`config.mk`:
```
export PLATFORM = sky130hd
export DESIGN_NAME = vga_sync_controller
export DESIGN_NICKNAME = d
export VERILOG_FILES = /design/src/rtl/vga_sync_controller.sv
export SDC_FILE = /design/constraint.sdc
export NUM_CORES = 1
export LEC_CHECK = 0
export BUFFER_PORTS_ARGS = -buffer_cell sky130_fd_sc_hd__buf_2
export CORE_MARGIN = 4
export CORE_UTILIZATION = 55
export DETAILED_ROUTE_END_ITERATION = 8
export HOLD_SLACK_MARGIN = 0.08
export PLACE_DENSITY = 0.83
export SLEW_MARGIN = 20
export SYNTH_ARGS = -nofsm -noshare
export SYNTH_HDL_FRONTEND = slang
export SYNTH_SLANG_ARGS = --single-unit
```
`constraint.sdc`:
```
create_clock -name clk -period 4.1 [get_ports clk]
set_input_delay 0.41 -clock clk [delete_from_list [all_inputs] [get_ports clk]]
set_output_delay 0.41 -clock clk [all_outputs]
set_load 0.01 [all_outputs]
```
`src/rtl/vga_sync_controller.sv`:
```
// 640x480@60 VGA timing generator with a debounced pushbutton that requests
// one frame-aligned colour-pattern step per press.
`timescale 1ns/1ps
module vga_sync_controller #(
    parameter int PIX_DIV         = 4,
    parameter int DEBOUNCE_CYCLES = 1000000
) (
    input  logic       clk,
    input  logic       rst,
    input  logic       btnC,
    output logic       hsync,
    output logic       vsync,
    output logic       blanking,
    output logic [9:0] pix_x,
    output logic [9:0] pix_y,
    output logic       pix_tick,
    output logic       frame_start,
    output logic       color_step
);

    localparam int DIV_W = (PIX_DIV > 1) ? $clog2(PIX_DIV) : 1;
    localparam int DB_W  = $clog2(DEBOUNCE_CYCLES + 1);

    localparam logic [9:0] H_VIS    = 10'd640;
    localparam logic [9:0] H_SYNC_S = 10'd656;
    localparam logic [9:0] H_SYNC_E = 10'd751;
    localparam logic [9:0] H_MAX    = 10'd799;
    localparam logic [9:0] V_VIS    = 10'd480;
    localparam logic [9:0] V_SYNC_S = 10'd490;
    localparam logic [9:0] V_SYNC_E = 10'd491;
    localparam logic [9:0] V_MAX    = 10'd524;

    localparam logic [DIV_W-1:0] DIV_LAST = DIV_W'(PIX_DIV - 1);
    localparam logic [DB_W-1:0]  DB_LAST  = DB_W'(DEBOUNCE_CYCLES - 1);

    typedef enum logic {IDLE, PENDING} state_t;

    logic [DIV_W-1:0] div;
    logic [9:0]       hcnt, vcnt, hcnt_nxt, vcnt_nxt;
    logic             h_wrap, v_wrap;

    logic             btn_p0, btn_p1;
    logic             deb;
    logic [DB_W-1:0]  deb_cnt;
    logic             deb_rise;

    state_t           state, state_nxt;

    assign pix_tick = (div == DIV_LAST);
    assign pix_x    = hcnt;
    assign pix_y    = vcnt;
    assign h_wrap   = (hcnt == H_MAX);
    assign v_wrap   = (vcnt == V_MAX);

    always_comb begin
        hcnt_nxt = hcnt;
        vcnt_nxt = vcnt;
        if (pix_tick) begin
            hcnt_nxt = h_wrap ? 10'd0 : hcnt + 10'd1;
            if (h_wrap) begin
                vcnt_nxt = v_wrap ? 10'd0 : vcnt + 10'd1;
            end
        end
    end

    // Sync/blank decode the next counter values so they update on the same edge
    always_ff @(posedge clk or posedge rst) begin
        if (rst) begin
            div         <= '0;
            hcnt        <= '0;
            vcnt        <= '0;
            hsync       <= 1'b1;
            vsync       <= 1'b1;
            blanking    <= 1'b0;
            frame_start <= 1'b0;
        end else begin
            div         <= pix_tick ? '0 : div + 1'b1;
            hcnt        <= hcnt_nxt;
            vcnt        <= vcnt_nxt;
            hsync       <= !((hcnt_nxt >= H_SYNC_S) && (hcnt_nxt <= H_SYNC_E));
            vsync       <= !((vcnt_nxt >= V_SYNC_S) && (vcnt_nxt <= V_SYNC_E));
            blanking    <= (hcnt_nxt >= H_VIS) || (vcnt_nxt >= V_VIS);
            frame_start <= pix_tick && h_wrap && v_wrap;
        end
    end

    // Button: two-flop synchronizer, then a level debouncer that restarts on any bounce
    always_ff @(posedge clk or posedge rst) begin
        if (rst) begin
            btn_p0   <= 1'b0;
            btn_p1   <= 1'b0;
            deb      <= 1'b0;
            deb_cnt  <= '0;
            deb_rise <= 1'b0;
        end else begin
            btn_p0   <= btnC;
            btn_p1   <= btn_p0;
            deb_rise <= 1'b0;
            if (btn_p1 == deb) begin
                deb_cnt <= '0;
            end else if (deb_cnt == DB_LAST) begin
                deb      <= btn_p1;
                deb_cnt  <= '0;
                deb_rise <= btn_p1;
            end else begin
                deb_cnt <= deb_cnt + 1'b1;
            end
        end
    end

    always_ff @(posedge clk or posedge rst) begin
        if (rst) begin
            state <= IDLE;
        end else begin
            state <= state_nxt;
        end
    end

    // Presses seen while PENDING are absorbed, giving at most one step per frame
    always_comb begin
        state_nxt = state;
        case (state)
            IDLE:    if (deb_rise) state_nxt = PENDING;
            PENDING: if (frame_start) state_nxt = IDLE;
            default: state_nxt = IDLE;
        endcase
    end

    always_comb begin
        color_step = (state == PENDING) && frame_start;
    end

endmodule
```
==> qor_table.md, run 1 <==
| Parameter | Value |
|---|---|
| Drt total wl | 4450 um |
| Pin count of the biggest net entering global routing | 52 |
| Final critical-path required period | 2.53 ns |
| I/O pin cnt | 29 |
| DP Wirelength | 3160 um |
| Core region area | 4350 um2 |
| Power density over the cells | 322 nW/um2 |
| Global placer's final weighted congestion | 0.941 |
| Warnings, synthesis | 0 |
| Mean Syn Cell Area | 10.3 um2 |
| Cell chain of the critical path | ha_1 > nand2_1 > nor4_4 > nand3_1 > a221oi_2 > nand4b_1 |
| Inserted Clock Buffers | 5 |
| Hold Vio Cnt, Final | 0 |
| Cell accounting for the most synthesized area | sky130_fd_sc_hd__dfrtp_1 |
| Fill count | 334 |
| Largest fanout of any net on the critical path | 19 |
| First-pass GRT wire length | 7770 um |
| Count of final setup violators | 0 |
| Drt pass-1 iters | 4 |
| Routed length on met2 | 2200 um |
| Worst IR Drop VDD | 0.196 mV |
| Number of flops mapped to enable cells by yosys | 0 |
| DIE HEIGHT | 75.0 um |
| Insertion delay of the later-clocked pin in the worst-skew pair | 0.30 ns |
| Max Root-Sink Buffers | 2 |
| Final Slew Violations | 0 |
| Synthesized instance count | 239 |
| Post-Place Worst Slack | 1.59 ns |
| Rel. slew slack | 37.6% |
| Via count | 1793 |
| Cell types occupying the most area after synthesis | sky130_fd_sc_hd__dfrtp_1 (50%), sky130_fd_sc_hd__xnor2_1 (7.8%), sky130_fd_sc_hd__nor2_1 (4.9%) |
| Pin slew with the least headroom to its limit | 0.929 ns |
| Kind of critical path | reg -> reg |
| Async S/R FF share, synth | 100% |
| Cell Count Post-Placement | 313 |
| Mapped Nets | 247 |
| Number of buffer and inverter instances along the worst setup path | 0 |
| Class of the tightest hold or removal check | in -> reg |
| Synthesis-stage register bit count | 51 |
| Portion of the post-synthesis area used by sequential elements | 51.8% |
| Final clock skew | 0.0108 ns |
| Leakage power total | 1.26 nW |
| Kind of capture point of the worst setup path | flip-flop |
| Final Non-Filler Cells | 321 |
| Least setup slack across all paths after layout | 1.57 ns |
| CTS tree | done |
| Highest cell delay on the worst timing path | 0.87 ns |
| Slowest library cell on the worst path | sky130_fd_sc_hd__nor4_4 |
| Number of buffers added to fix hold violations after cts | 0 |
| MaxCap Viol Count | 0 |
| Layout overhead on the synthesized area | 11.9% |
| WL met3 | 158 um |
| Number of global-route vias before repair | 1748 |
| Yosys cell types | 45 |
| Layout cells sized above 1 | 18.2% |
| Setup Fix Bufs, Post-CTS | 0 |
| DRC errors left | 0 |
| Most used DFF post-synth | sky130_fd_sc_hd__dfrtp_1 |
| Initial antenna violation count | 0 |
| Cell Area, Synth | 2470 um2 |
| Status | finished, final reports clean |
| Number of resized instances in the post-cts repair step | 0 |
| Remaining Overflow, GRT | 0 |
| Die area | 5620 um2 |
| Total chip power | 0.889 mW |
| Ant. Diodes | 0 |
| Count of antenna-violating nets left after detailed routing | 0 |
| Crit path required time | 4.32 ns |
| Uppermost metal layer occupied by signal nets | met4 |
| Number of levels the H-tree was split into | 2 |
| Data arrival time of the critical path | 2.75 ns |
| X dimension of the die | 75.0 um |
| Final critical-path share of the clock period | 61.7% |
| Cell types with the highest counts after synthesis | sky130_fd_sc_hd__dfrtp_1 (49), sky130_fd_sc_hd__nor2_1 (32), sky130_fd_sc_hd__xnor2_1 (22) |
| Starting Density | 56.7% |
| Num rows | 24 |
| Maximum achievable frequency | 395 MHz |
| Clock Pin Slew Worst Setup and Hold Paths | 0.10 ns |
| Critical Path Start Type | flip-flop |
| Port Buffer Count | 28 |
| GRT Total Usage | 17.7% |
| Count of routing violations after the opening detailed-route iteration | 62 |
| Synth top area share | 49.7% |
| Setup repair after global routing missed its margin | false |
| Number of sinks handled by clock tree synthesis | 51 |
| Layout net count | 276 |
| Via density per instance | 5.59 |
| Most repeated cell in the gate-level netlist after synthesis | sky130_fd_sc_hd__dfrtp_1 |
| Met1 layer wirelength in the final routing | 2030 um |
| Wire length per cell after detailed routing | 13.8 um |
| Gate family responsible for the most delay along the worst path | simple AND/OR/NAND/NOR gates |
| Final-layout setup total negative slack | 0 ns |
| Clk Tree Root Cell | sky130_fd_sc_hd__clkbuf_8 |
[routing by layer]
metal  global-route usage (%)  vias up
met1                     23.7      865
met2                     29.3       39
met3                     3.74        7
met5                        0        -
li1                         -      882
met4                     5.14        0
[path summary, 6_finish.rpt]
| path | start | end | slack, ns | depth (start not counted) |
|---|---|---|---|---|
| min in group asynchronous | rst | div[0] | 0.25 | 2 |
| setup reg to reg | div[0] | vsync | 1.57 | 6 |
| hold reg to reg | btn_p0 | btn_p1 | 0.37 | 0 |
| setup / recovery | div[0] | vsync | 1.57 | 6 |
| max in group asynchronous | rst | pix_y[6] | 3.36 | 2 |
| hold / removal | btnC | btn_p0 | 0.21 | 1 |
[layout by cell type, fill, tap and decap left out, types with 3 or more instances in the layout]
cell type                  count
sky130_fd_sc_hd__a31oi_1       4
sky130_fd_sc_hd__and2_1        3
sky130_fd_sc_hd__and4_1        4
sky130_fd_sc_hd__buf_2        28
sky130_fd_sc_hd__clkbuf_8      6
sky130_fd_sc_hd__dfrtp_1      49
sky130_fd_sc_hd__ha_1          5
sky130_fd_sc_hd__inv_1        10
sky130_fd_sc_hd__nand2_1      18
sky130_fd_sc_hd__nand3_1      17
sky130_fd_sc_hd__nand4_1       8
sky130_fd_sc_hd__nor2_1       32
sky130_fd_sc_hd__nor3_1        9
sky130_fd_sc_hd__nor4_1        6
sky130_fd_sc_hd__xnor2_1      22
sky130_fd_sc_hd__xor2_1       10
[state kept, by name, indices dropped and copies added (netlist names)]
| register | flops |
|---|---|
| state | 1 |
| btn_p0 | 1 |
| div | 2 |
| deb_cnt | 20 |
| btn_p1 | 1 |
| frame_start | 1 |
| pix_y | 10 |
| hsync | 1 |
| deb | 1 |
| blanking | 1 |
| pix_x | 10 |
| vsync | 1 |
| deb_rise | 1 |
[logic make-up after synthesis]
family          synth area share, %
simple gates                   24.9
flops                          51.8
xor+xnor                       11.4
buf+inv                        3.09
compound gates                 4.36
fa+ha+maj                      2.54
mux                            1.88
[final cells by class]
cell class                      count  area, um2  area share [%]
Sequential cell                    51       1280            46.3
Multi-Input combinational cell    171       1110            40.3
Timing Repair Buffer               28        140            5.08
Clock buffer                        6       82.6            2.99
Tap cell                           52       65.1            2.36
Inverter                           11       42.5            1.54
Clock inverter                      2       38.8            1.41
[where the power goes]
group / leakage (nW) / switching (mW) / internal, mW
sequential: 0.684 / 0.00298 / 0.506
clock: 0.0618 / 0.162 / 0.201
combinational: 0.514 / 0.0139 / 0.00355
[metrics by stage]
| stage | hold slack [ns] | utilization [%] | area (um2) |
|---|---|---|---|
| 2_1_floorplan | 0.331 | - | 2470 |
| 3_5_place_dp | 0.350 | 60.6 | 2640 |
| 6_report | 0.214 | 63.4 | 2760 |
| 4_1_cts | 0.205 | 63.4 | 2760 |
| 3_3_place_gp | 0.335 | 60.6 | 2640 |
| 5_1_grt | 0.201 | 63.4 | 2760 |
(Power assumes the default switching activity.)
==> run 2, diff against run 1 <==
--- a/config.mk
+++ b/config.mk
@@ -7,10 +7,10 @@
 export LEC_CHECK = 0
 export BUFFER_PORTS_ARGS = -buffer_cell sky130_fd_sc_hd__buf_2
 export CORE_MARGIN = 4
-export CORE_UTILIZATION = 55
+export CORE_UTILIZATION = 52
 export DETAILED_ROUTE_END_ITERATION = 8
 export HOLD_SLACK_MARGIN = 0.08
-export PLACE_DENSITY = 0.83
+export PLACE_DENSITY = 0.82
 export SLEW_MARGIN = 20
 export SYNTH_ARGS = -nofsm -noshare
 export SYNTH_HDL_FRONTEND = slang
==> constraint.sdc (replaced) <==
create_clock -name clk -period 2.3 [get_ports clk]
set_input_delay 0.23 -clock clk [delete_from_list [all_inputs] [get_ports clk]]
set_output_delay 0.23 -clock clk [all_outputs]
set_load 0.01 [all_outputs]
==> qor_table.md, run 2 (synthesis results as in run 1) <==
| Parameter | Value | Change |
|---|---|---|
| CTS tree | done |  |
| Remaining Overflow, GRT | 0 | unchanged |
| Layout cells sized above 1 | 19.5% | +1.3 points |
| Clk Tree Root Cell | sky130_fd_sc_hd__clkbuf_8 |  |
| DIE HEIGHT | 76.9 um | +2.5% |
| Hold Vio Cnt, Final | 0 | unchanged |
| Insertion delay of the later-clocked pin in the worst-skew pair | 0.30 ns | about the same |
| Ant. Diodes | 0 | unchanged |
| DP Wirelength | 3510 um | +11% |
| Count of antenna-violating nets left after detailed routing | 0 | unchanged |
| Leading cell type in the layout, fill and taps excluded | sky130_fd_sc_hd__dfrtp_1 |  |
| Setup repair after global routing missed its margin | false |  |
| Count of routing violations after the opening detailed-route iteration | 128 | +110% |
| Starting Density | 55.1% | -1.5 points |
| GRT Total Usage | 17.8% | +0.023 points |
| Die area | 5910 um2 | +5.1% |
| MaxCap Viol Count | 0 | unchanged |
| Largest fanout of any net on the critical path | 15 | -4 |
| Commonest non-fill, non-tap cells in the layout | sky130_fd_sc_hd__dfrtp_1 (49), sky130_fd_sc_hd__nor2_1 (32), sky130_fd_sc_hd__buf_2 (28), sky130_fd_sc_hd__xnor2_1 (22), sky130_fd_sc_hd__nand2_1 (18) |  |
| Count of final setup violators | 0 | unchanged |
| Maximum achievable frequency | 465 MHz | +18% |
| Drt pass-1 iters | 4 | unchanged |
| Met3 Usage GRT | 3.98% | +0.24 points |
| Number of flip-flops in the largest register | 20 | unchanged |
| Max Root-Sink Buffers | 2 | unchanged |
| Slowest library cell on the worst path | sky130_fd_sc_hd__o31ai_1 |  |
| Rel. slew slack | 55.6% | +18 points |
| I/O pin cnt | 29 | unchanged |
| Setup Fix Bufs, Post-CTS | 0 | unchanged |
| Final Slew Violations | 0 | unchanged |
| Register name with the most flops | deb_cnt |  |
| Most used routing layer in global routing | met2 |  |
| Layout net count | 284 | +2.9% |
| Pin slew with the least headroom to its limit | 0.666 ns | -0.264 ns |
| Power density over the cells | 517 nW/um2 | +61% |
| Number of global-route vias before repair | 1836 | +5.0% |
| Core region area | 4470 um2 | +2.8% |
| X dimension of the die | 76.9 um | +2.5% |
| Routing usage on met2 | 29.8% | +0.49 points |
| Number of levels the H-tree was split into | 2 | unchanged |
| DRC errors left | 0 | unchanged |
| Post-Route Utilization | 62.3% | -1.1 points |
| Switching power | 0.316 mW | +77% |
| Global placer's final weighted congestion | 0.832 | -12% |
| Data arrival time of the critical path | 2.36 ns | -0.39 ns |
| Cell area after layout | 2790 um2 | +1.0% |
| GR met1 Demand/Resource | 23.4% | -0.30 points |
| Crit path required time | 2.51 ns | -1.81 ns |
| Drt total wl | 4820 um | +8.4% |
| Layout overhead on the synthesized area | 13.0% |  |
| Num rows | 24 | unchanged |
| Kind of critical path | reg -> reg |  |
| Power share of the clock group | 34.5% | -6.3 points |
| Final critical-path share of the clock period | 93.5% | +32 points |
| Final clock skew | 0.00974 ns | -0.00106 ns |
| Leakage power total | 1.28 nW | +1.5% |
| Highest cell delay on the worst timing path | 0.44 ns | -0.43 ns |
| Final-layout setup total negative slack | 0 ns | unchanged |
| Inserted Clock Buffers | 5 | unchanged |
| Pin count of the biggest net entering global routing | 32 | -38% |
| Internal power | 1.13 mW | +58% |
| Part of the power in combinational logic | 2.6% | +0.6 points |
| Final critical-path required period | 2.15 ns | -0.380 ns |
| First-pass GRT wire length | 8560 um | +10% |
| Via density per instance | 5.55 | -0.64% |
| Number of sinks handled by clock tree synthesis | 51 | unchanged |
| Fraction of power spent switching nets | 21.9% | +1.9 points |
| Clock Pin Slew Worst Setup and Hold Paths | 0.09 ns | about the same |
| Fraction of power consumed by sequential logic | 62.9% | +5.6 points |
| Cell chain of the critical path | ha_1 > nand2_1 > nor4_4 > buf_4 > nand2_2 > o31ai_1 > nand4b_1 |  |
| Port Buffer Count | 28 | unchanged |
| Hold Slack | 0.360 ns | +0.145 ns |
| Wire length per cell after detailed routing | 14.6 um | +5.7% |
| Cell Area, Placed | 2680 um2 | +1.7% |
| Post-Place Worst Slack | 0.196 ns | -1.40 ns |
| Via count | 1826 | +1.8% |
| Initial antenna violation count | 0 | unchanged |
| Class of the tightest hold or removal check | reg -> reg |  |
| Critical Path Start Type | flip-flop |  |
| Least setup slack across all paths after layout | 0.150 ns | -1.42 ns |
| Worst IR Drop VDD | 0.379 mV | +94% |
| Status | finished, final reports clean |  |
| Kind of capture point of the worst setup path | flip-flop |  |
-- run 2: area by class of cell --
cell class | instances | area [um2]
Fill cell | 367 | 1690
Sequential cell | 51 | 1280
Multi-Input combinational cell | 171 | 1110
Timing Repair Buffer | 36 | 205
Clock buffer | 6 | 72.6
Tap cell | 52 | 65.1
Inverter | 11 | 41.3
Clock inverter | 2 | 12.5
-- run 2: worst max-delay path, delay by kind of cell, from the launching register on --
family	cells	cell delay, ns
and+or+nand+nor	4	0.76
AOI/OAI and AO/OA	1	0.44
DFF	1	0.43
buffers and inverters	1	0.25
adders and majority gates	1	0.19
-- run 2: per-stage QoR --
step	power [mW]	cells
floorplan	0.948	239
global placement	0.960	319
detailed placement	0.961	319
CTS	1.46	329
global route	1.50	329
finish	1.44	329
-- run 2: power by group through the flow --
stage / logic (mW) / clock network (mW) / registers, mW
after floorplan: 0.0248 / 0 / 0.924
after detailed placement: 0.0366 / 0 / 0.925
after global placement: 0.0357 / 0 / 0.924
after global routing: 0.0440 / 0.551 / 0.908
after CTS: 0.0393 / 0.512 / 0.907
final: 0.0377 / 0.498 / 0.907
-- run 2: repair_timing --
action,in CTS,in global routing
gates resized for setup,0,0
setup endpoints to repair,0,0
hold buffers,2,0
endpoints found under the hold margin,29,0
-- run 2: final timing paths --
check | from | to | slack, ns | cells after the start
worst max-delay path | pix_x[0] | vsync | 0.15 | 7
worst min-delay path | btn_p0 | btn_p1 | 0.36 | 0
worst max register to register | pix_x[0] | vsync | 0.15 | 7
worst min register to register | btn_p0 | btn_p1 | 0.36 | 0
max in group asynchronous | rst | vsync | 1.04 | 4
min in group asynchronous | rst | deb_cnt[3] | 0.56 | 3
-- run 2: routing by layer --
metal,part of all wire [%],vias to the layer above
li1,-,903
met1,45,885
met2,50,33
met3,3.7,5
met4,1.0,0
met5,0,-
